## config.mk

```make
export PLATFORM = sky130hd
export DESIGN_NAME = iob_wb_bridge
export DESIGN_NICKNAME = d
export VERILOG_FILES = /design/src/rtl/iob_wb_bridge.sv
export SDC_FILE = /design/constraint.sdc
export NUM_CORES = 1
export LEC_CHECK = 0
export BUFFER_PORTS_ARGS = -buffer_cell sky130_fd_sc_hd__buf_2
export CAP_MARGIN = 20
export CORE_MARGIN = 2
export CORE_UTILIZATION = 35
export CTS_BUF_LIST = sky130_fd_sc_hd__clkbuf_4 sky130_fd_sc_hd__clkbuf_8
export DETAILED_ROUTE_END_ITERATION = 7
export GPL_TIMING_DRIVEN = 0
export PLACE_DENSITY = 0.6
export SETUP_SLACK_MARGIN = 0.15
export SKIP_LAST_GASP = 1
export SLEW_MARGIN = 15
export SYNTH_ARGS = -nofsm -noshare
export SYNTH_HDL_FRONTEND = slang
export SYNTH_SLANG_ARGS = --single-unit
```

## constraint.sdc

```tcl
create_clock -name clk -period 1.8 [get_ports clk]
set_input_delay 0.09 -clock clk [delete_from_list [all_inputs] [get_ports clk]]
set_output_delay 0.09 -clock clk [all_outputs]
set_load 0.01 [all_outputs]
```

## src/rtl/iob_wb_bridge.sv

```systemverilog
// IOb native to Wishbone B3 classic master bridge, one access in flight.
// Optional bus watchdog: define IOB_WB_BRIDGE_TIMEOUT_EN.
module iob_wb_bridge #(
  parameter int ADDR_W    = 16,
  parameter int DATA_W    = 32,
  parameter int TIMEOUT_W = 8
) (
  input  logic                clk,
  input  logic                rst,
  input  logic                valid,
  input  logic [ADDR_W-1:0]   address,
  input  logic [DATA_W-1:0]   wdata,
  input  logic [DATA_W/8-1:0] wstrb,
  output logic [DATA_W-1:0]   rdata,
  output logic                ready,
  output logic                error,
  output logic [ADDR_W-1:0]   wb_adr_o,
  output logic [DATA_W/8-1:0] wb_sel_o,
  output logic                wb_we_o,
  output logic [DATA_W-1:0]   wb_dat_o,
  output logic                wb_cyc_o,
  output logic                wb_stb_o,
  input  logic [DATA_W-1:0]   wb_dat_i,
  input  logic                wb_ack_i,
  input  logic                wb_err_i,
  output logic                busy
);

  localparam int SEL_W = DATA_W / 8;

  localparam logic [ADDR_W-1:0] ADR_MASK =
    ~ADDR_W'(SEL_W - 1);

  typedef enum logic [1:0] {
    IDLE = 2'd0,
    REQ  = 2'd1,
    RESP = 2'd2
  } state_t;

  state_t state_q;
  state_t state_d;

  logic hit;
  logic tmo;

  assign hit  = wb_ack_i | wb_err_i;
  assign busy = (state_q != IDLE);

`ifdef IOB_WB_BRIDGE_TIMEOUT_EN
  logic [TIMEOUT_W-1:0] wdog_q;

  assign tmo = &wdog_q;

  always_ff @(posedge clk or negedge rst) begin
    if (!rst) begin
      wdog_q <= '0;
    end else if (state_q != REQ) begin
      wdog_q <= '0;
    end else if (!hit) begin
      wdog_q <= wdog_q + 1'b1;
    end
  end
`else
  assign tmo = 1'b0;
`endif

  always_ff @(posedge clk or negedge rst) begin
    if (!rst) begin
      state_q <= IDLE;
    end else begin
      state_q <= state_d;
    end
  end

  always_comb begin
    state_d = state_q;
    unique case (state_q)
      IDLE: begin
        if (valid) state_d = REQ;
      end
      REQ: begin
        if (hit || tmo) state_d = RESP;
      end
      RESP: begin
        state_d = IDLE;
      end
      default: begin
        state_d = IDLE;
      end
    endcase
  end

  always_ff @(posedge clk or negedge rst) begin
    if (!rst) begin
      ready    <= 1'b0;
      error    <= 1'b0;
      rdata    <= '0;
      wb_adr_o <= '0;
      wb_sel_o <= '0;
      wb_we_o  <= 1'b0;
      wb_dat_o <= '0;
      wb_cyc_o <= 1'b0;
      wb_stb_o <= 1'b0;
    end else begin
      ready    <= (state_d == RESP);
      wb_cyc_o <= (state_d == REQ);
      wb_stb_o <= (state_d == REQ);
      if (state_q == IDLE && valid) begin
        wb_adr_o <= address & ADR_MASK;
        wb_sel_o <= (|wstrb) ? wstrb : '1;
        wb_we_o  <= |wstrb;
        wb_dat_o <= wdata;
      end
      // err wins over ack; ack/err win over the watchdog
      if (state_q == REQ) begin
        if (wb_err_i) begin
          error <= 1'b1;
          rdata <= '0;
        end else if (wb_ack_i) begin
          error <= 1'b0;
          rdata <= wb_we_o ? '0 : wb_dat_i;
        end else if (tmo) begin
          error <= 1'b1;
          rdata <= '0;
        end
      end
    end
  end

endmodule

```

==> flow_summary.yaml <==
routing:
  drt_wl_total_mm: 8.899
  drtIter0Drc: 120
  drcViolationCount: 0
  vias: 2911
  vias_per_cell: 4.243
  detail-route-antenna-nets: 0
  post_drt_wl_per_cell_um: 12.97
  drt_first_pass_iters: 4
floorplanning:
  fp.dieW_um: 105.6
  io_pins: 179
  coreArea_um2: 10180
  die-area_um2: 11160
  rows: 37
  chipHeight_um: 105.6
  initial_core_util_pct: 35.49
layout:
  regArea_um2: 2202
  multi_input_area_um2: 1136
  fin_cells: 686
  nNetsFinal: 634
  drive_gt1_share_pct: 40.91
  final_area_um2: 5719
  layout_commonest_cell: "buf_2"
  antenna_cells: 0
  layout_common_cells: "buf_2 (175), dfrtp_1 (88), dlygate4sd3_1 (80)"
  areaGrowthSynthToFinish_pct: 58.22
  utilization_pct: 56.15
  fillers: 872
critical_path:
  critical_path_class: "reg2reg"
  r2r_slack_ns: 0.27
  crit_top_cell: "buf_6"
  cp-end-kind: "flip-flop"
  regToRegEndpoint: "wb_dat_o[29]$_DFFE_PN0P_"
  cp_slowest_cell: "dfrtp_1"
  crit_required_ns: 2.03
  crit_fanout: 10
  r2r_start: "state_q[1]$_DFF_PN0_"
  worst-path-buf-inv: 2
  crit_start: "state_q[1]$_DFF_PN0_"
  crit_chain: "nor3b_2 > buf_6 > buf_6 > mux2_1"
  cpPeakStageDelay_ns: 0.43
  crit_family: "flip-flops"
  reg2reg_depth: 4
  crit_arrival_ns: 1.75
  startpoint_type: "flip-flop"
power:
  power_density_nw_per_um2: 1001
  power.internal_w: 0.004088
  vdd.ir_drop.worst_v: 0.0004507
  combPwrFrac_pct: 28.4
  power.share.clock_pct: 26.6
  p_sw_w: 0.001637
  switching_share_pct: 28.59
  leakagePower_nw: 2.776
  seq_power_share_pct: 45.0
clocking:
  clk_pin_slew_ns: 0.08
  cts_sinks: 88
  htreeDepth: 3
  clock_latency_ns: 0.35
  clockBufferDepth: 2
  cts_tree: "built"
  numCtsBuffers: 9
  post_cts_buffers: 0
  root_buffer: "clkbuf_8"
sta:
  setup_tns_ns: 0
  setup_viol: 0
  period_needed_ns: 1.527
  fmax_mhz: 654.8
  tightest_slew_ns: 0.5584
  max-slew-margin-rel_pct: 62.77
  fin_crit_sh_pct: 84.85
  slew_viol_final: 0
  hold_viol: 0
  clock_skew_ns: 0.01047
  rsz0062_at_grt: "no"
global_routing:
  grt.total_usage_pct: 16.63
  grt_first_pass_wirelength_mm: 14.46
  overflow: 0
  antenna_found_initial: 0
  grt_pass1_vias: 2980
  grt_max_degree: 47
yosys:
  postSynthCellCount: 278
  postSynthAreaPerCell_um2: 13.00
  ys_ff_latch: 88
  syn_area_um2: 3615
  synth.yosys.seq_area_share_pct: 60.92
  ys_types: 22
  yosysWarnings: 0
min_path:
  hold-path-endpoint: "wb_stb_o$_DFF_PN0_"
  holdPathStages: 3
  worstHoldStart: "valid"
  hp-class: "in2reg"
placement:
  gp_congestion: 0.7269
  port_buffers: 174
  dpl_cell_area_um2: 4690
  dp_hpwl_mm: 5.830
  dp.cells: 590
run_status:
  outcome: "complete, no violations"
job:
  maxCapViolations: 0
## routing by layer
metal	routed length, um	global-route usage, %
met4	138	6.579
met5	0	0
met3	482	3.958
met2	4627	29.31
met1	3650	19.50
## synth_stat cells
| master | n | share of area (%) |
|---|---|---|
| mux2_2 | 16 | 5.0 |
| a22o_1 | 1 | 0.24 |
| nor2_1 | 13 | 1.4 |
| mux2_1 | 30 | 9.3 |
| conb_1 | 1 | 0.10 |
| a21oi_1 | 5 | 0.69 |
| nor2b_4 | 1 | 0.38 |
| nor2b_1 | 1 | 0.17 |
| or2_2 | 1 | 0.17 |
| nand2_1 | 33 | 3.4 |
| buf_6 | 4 | 1.2 |
| nor3_1 | 4 | 0.55 |
| clkbuf_1 | 2 | 0.21 |
| buf_12 | 3 | 1.7 |
| buf_4 | 5 | 1.0 |
| dfrtp_1 | 88 | 61 |
| buf_2 | 2 | 0.28 |
| nor4_1 | 1 | 0.17 |
| nor2b_2 | 1 | 0.24 |
| inv_1 | 32 | 3.3 |
| nor3b_2 | 1 | 0.35 |
| mux2i_1 | 33 | 9.1 |
## area by class of cell
type,count,area share [%]
Sequential cell,88,38.50
Timing Repair Buffer,255,29.75
Multi-Input combinational cell,143,19.86
Tap cell,136,2.975
Buffer,16,2.866
Clock buffer,11,2.538
Inverter,32,2.100
Clock inverter,5,1.400
## power by group through the flow
stage                     Clock (W)  Combinational, W  Sequential (W)
final                       0.00152           0.00163         0.00258
after global routing        0.00167           0.00176         0.00263
after CTS                   0.00159           0.00164         0.00258
after detailed placement          0           0.00151         0.00262
after global placement            0           0.00148         0.00260
after floorplan                   0          0.000612         0.00282
## tightest hold or removal path: stages
cell and delay, ns:
buf_2 0.09, mux2i_1 0.08, nor2_1 0.08
## cells by family (layout without fill, tap and decap cells)
| group | count (synthesis) | count (layout) | share of synthesized area, % |
|---|---|---|---|
| flops | 88 | 88 | 60.92 |
| compound gates | 6 | 6 | 0.9345 |
| simple gates | 56 | 56 | 6.819 |
| mux | 79 | 79 | 23.47 |
| other cells | 1 | 2 | 0.1037 |
| buf+inv | 48 | 319 | 7.754 |
## how the worst max path moves through the flow
| stage | to | slack, ns | depth (start not counted) |
|---|---|---|---|
| finish | wb_dat_o[29]$_DFFE_PN0P_ | 0.27 | 4 |
| global route | rdata[12]$_DFFE_PN0P_ | 0.15 | 4 |
| CTS | wb_dat_o[29]$_DFFE_PN0P_ | 0.20 | 4 |
| detailed placement | wb_dat_o[29]$_DFFE_PN0P_ | 0.22 | 4 |
| global placement | wb_adr_o[10]$_DFFE_PN0P_ | -0.17 | 1 |
| floorplan | wb_dat_o[10]$_DFFE_PN0P_ | 0.43 | 4 |
## registers in the layout, indices dropped and copies added, names as in the netlist
register  flops
wb_stb_o      1
state_q       2
rdata        32
wb_sel_o      4
wb_dat_o     32
error         1
ready         1
wb_adr_o     14
wb_we_o       1
## stage by stage
stage	hold WS, ns	setup WS [ns]	total power, W
after floorplan	-0.2056	0.4286	0.003431
after global placement	0.3087	-0.1743	0.004077
after detailed placement	0.1190	0.2199	0.004125
after CTS	0.007138	0.1994	0.005808
after global routing	0.04057	0.1527	0.006060
final	0.03333	0.2728	0.005725
## what timing repair did
action / in CTS / in global routing
hold buffers: 80 / 0
hold endpoints to repair: 121 / 0
gates resized for setup: 0 / 1
endpoints found under the setup margin: 0 / 16
No activity file was read; power rests on OpenSTA's default activity.
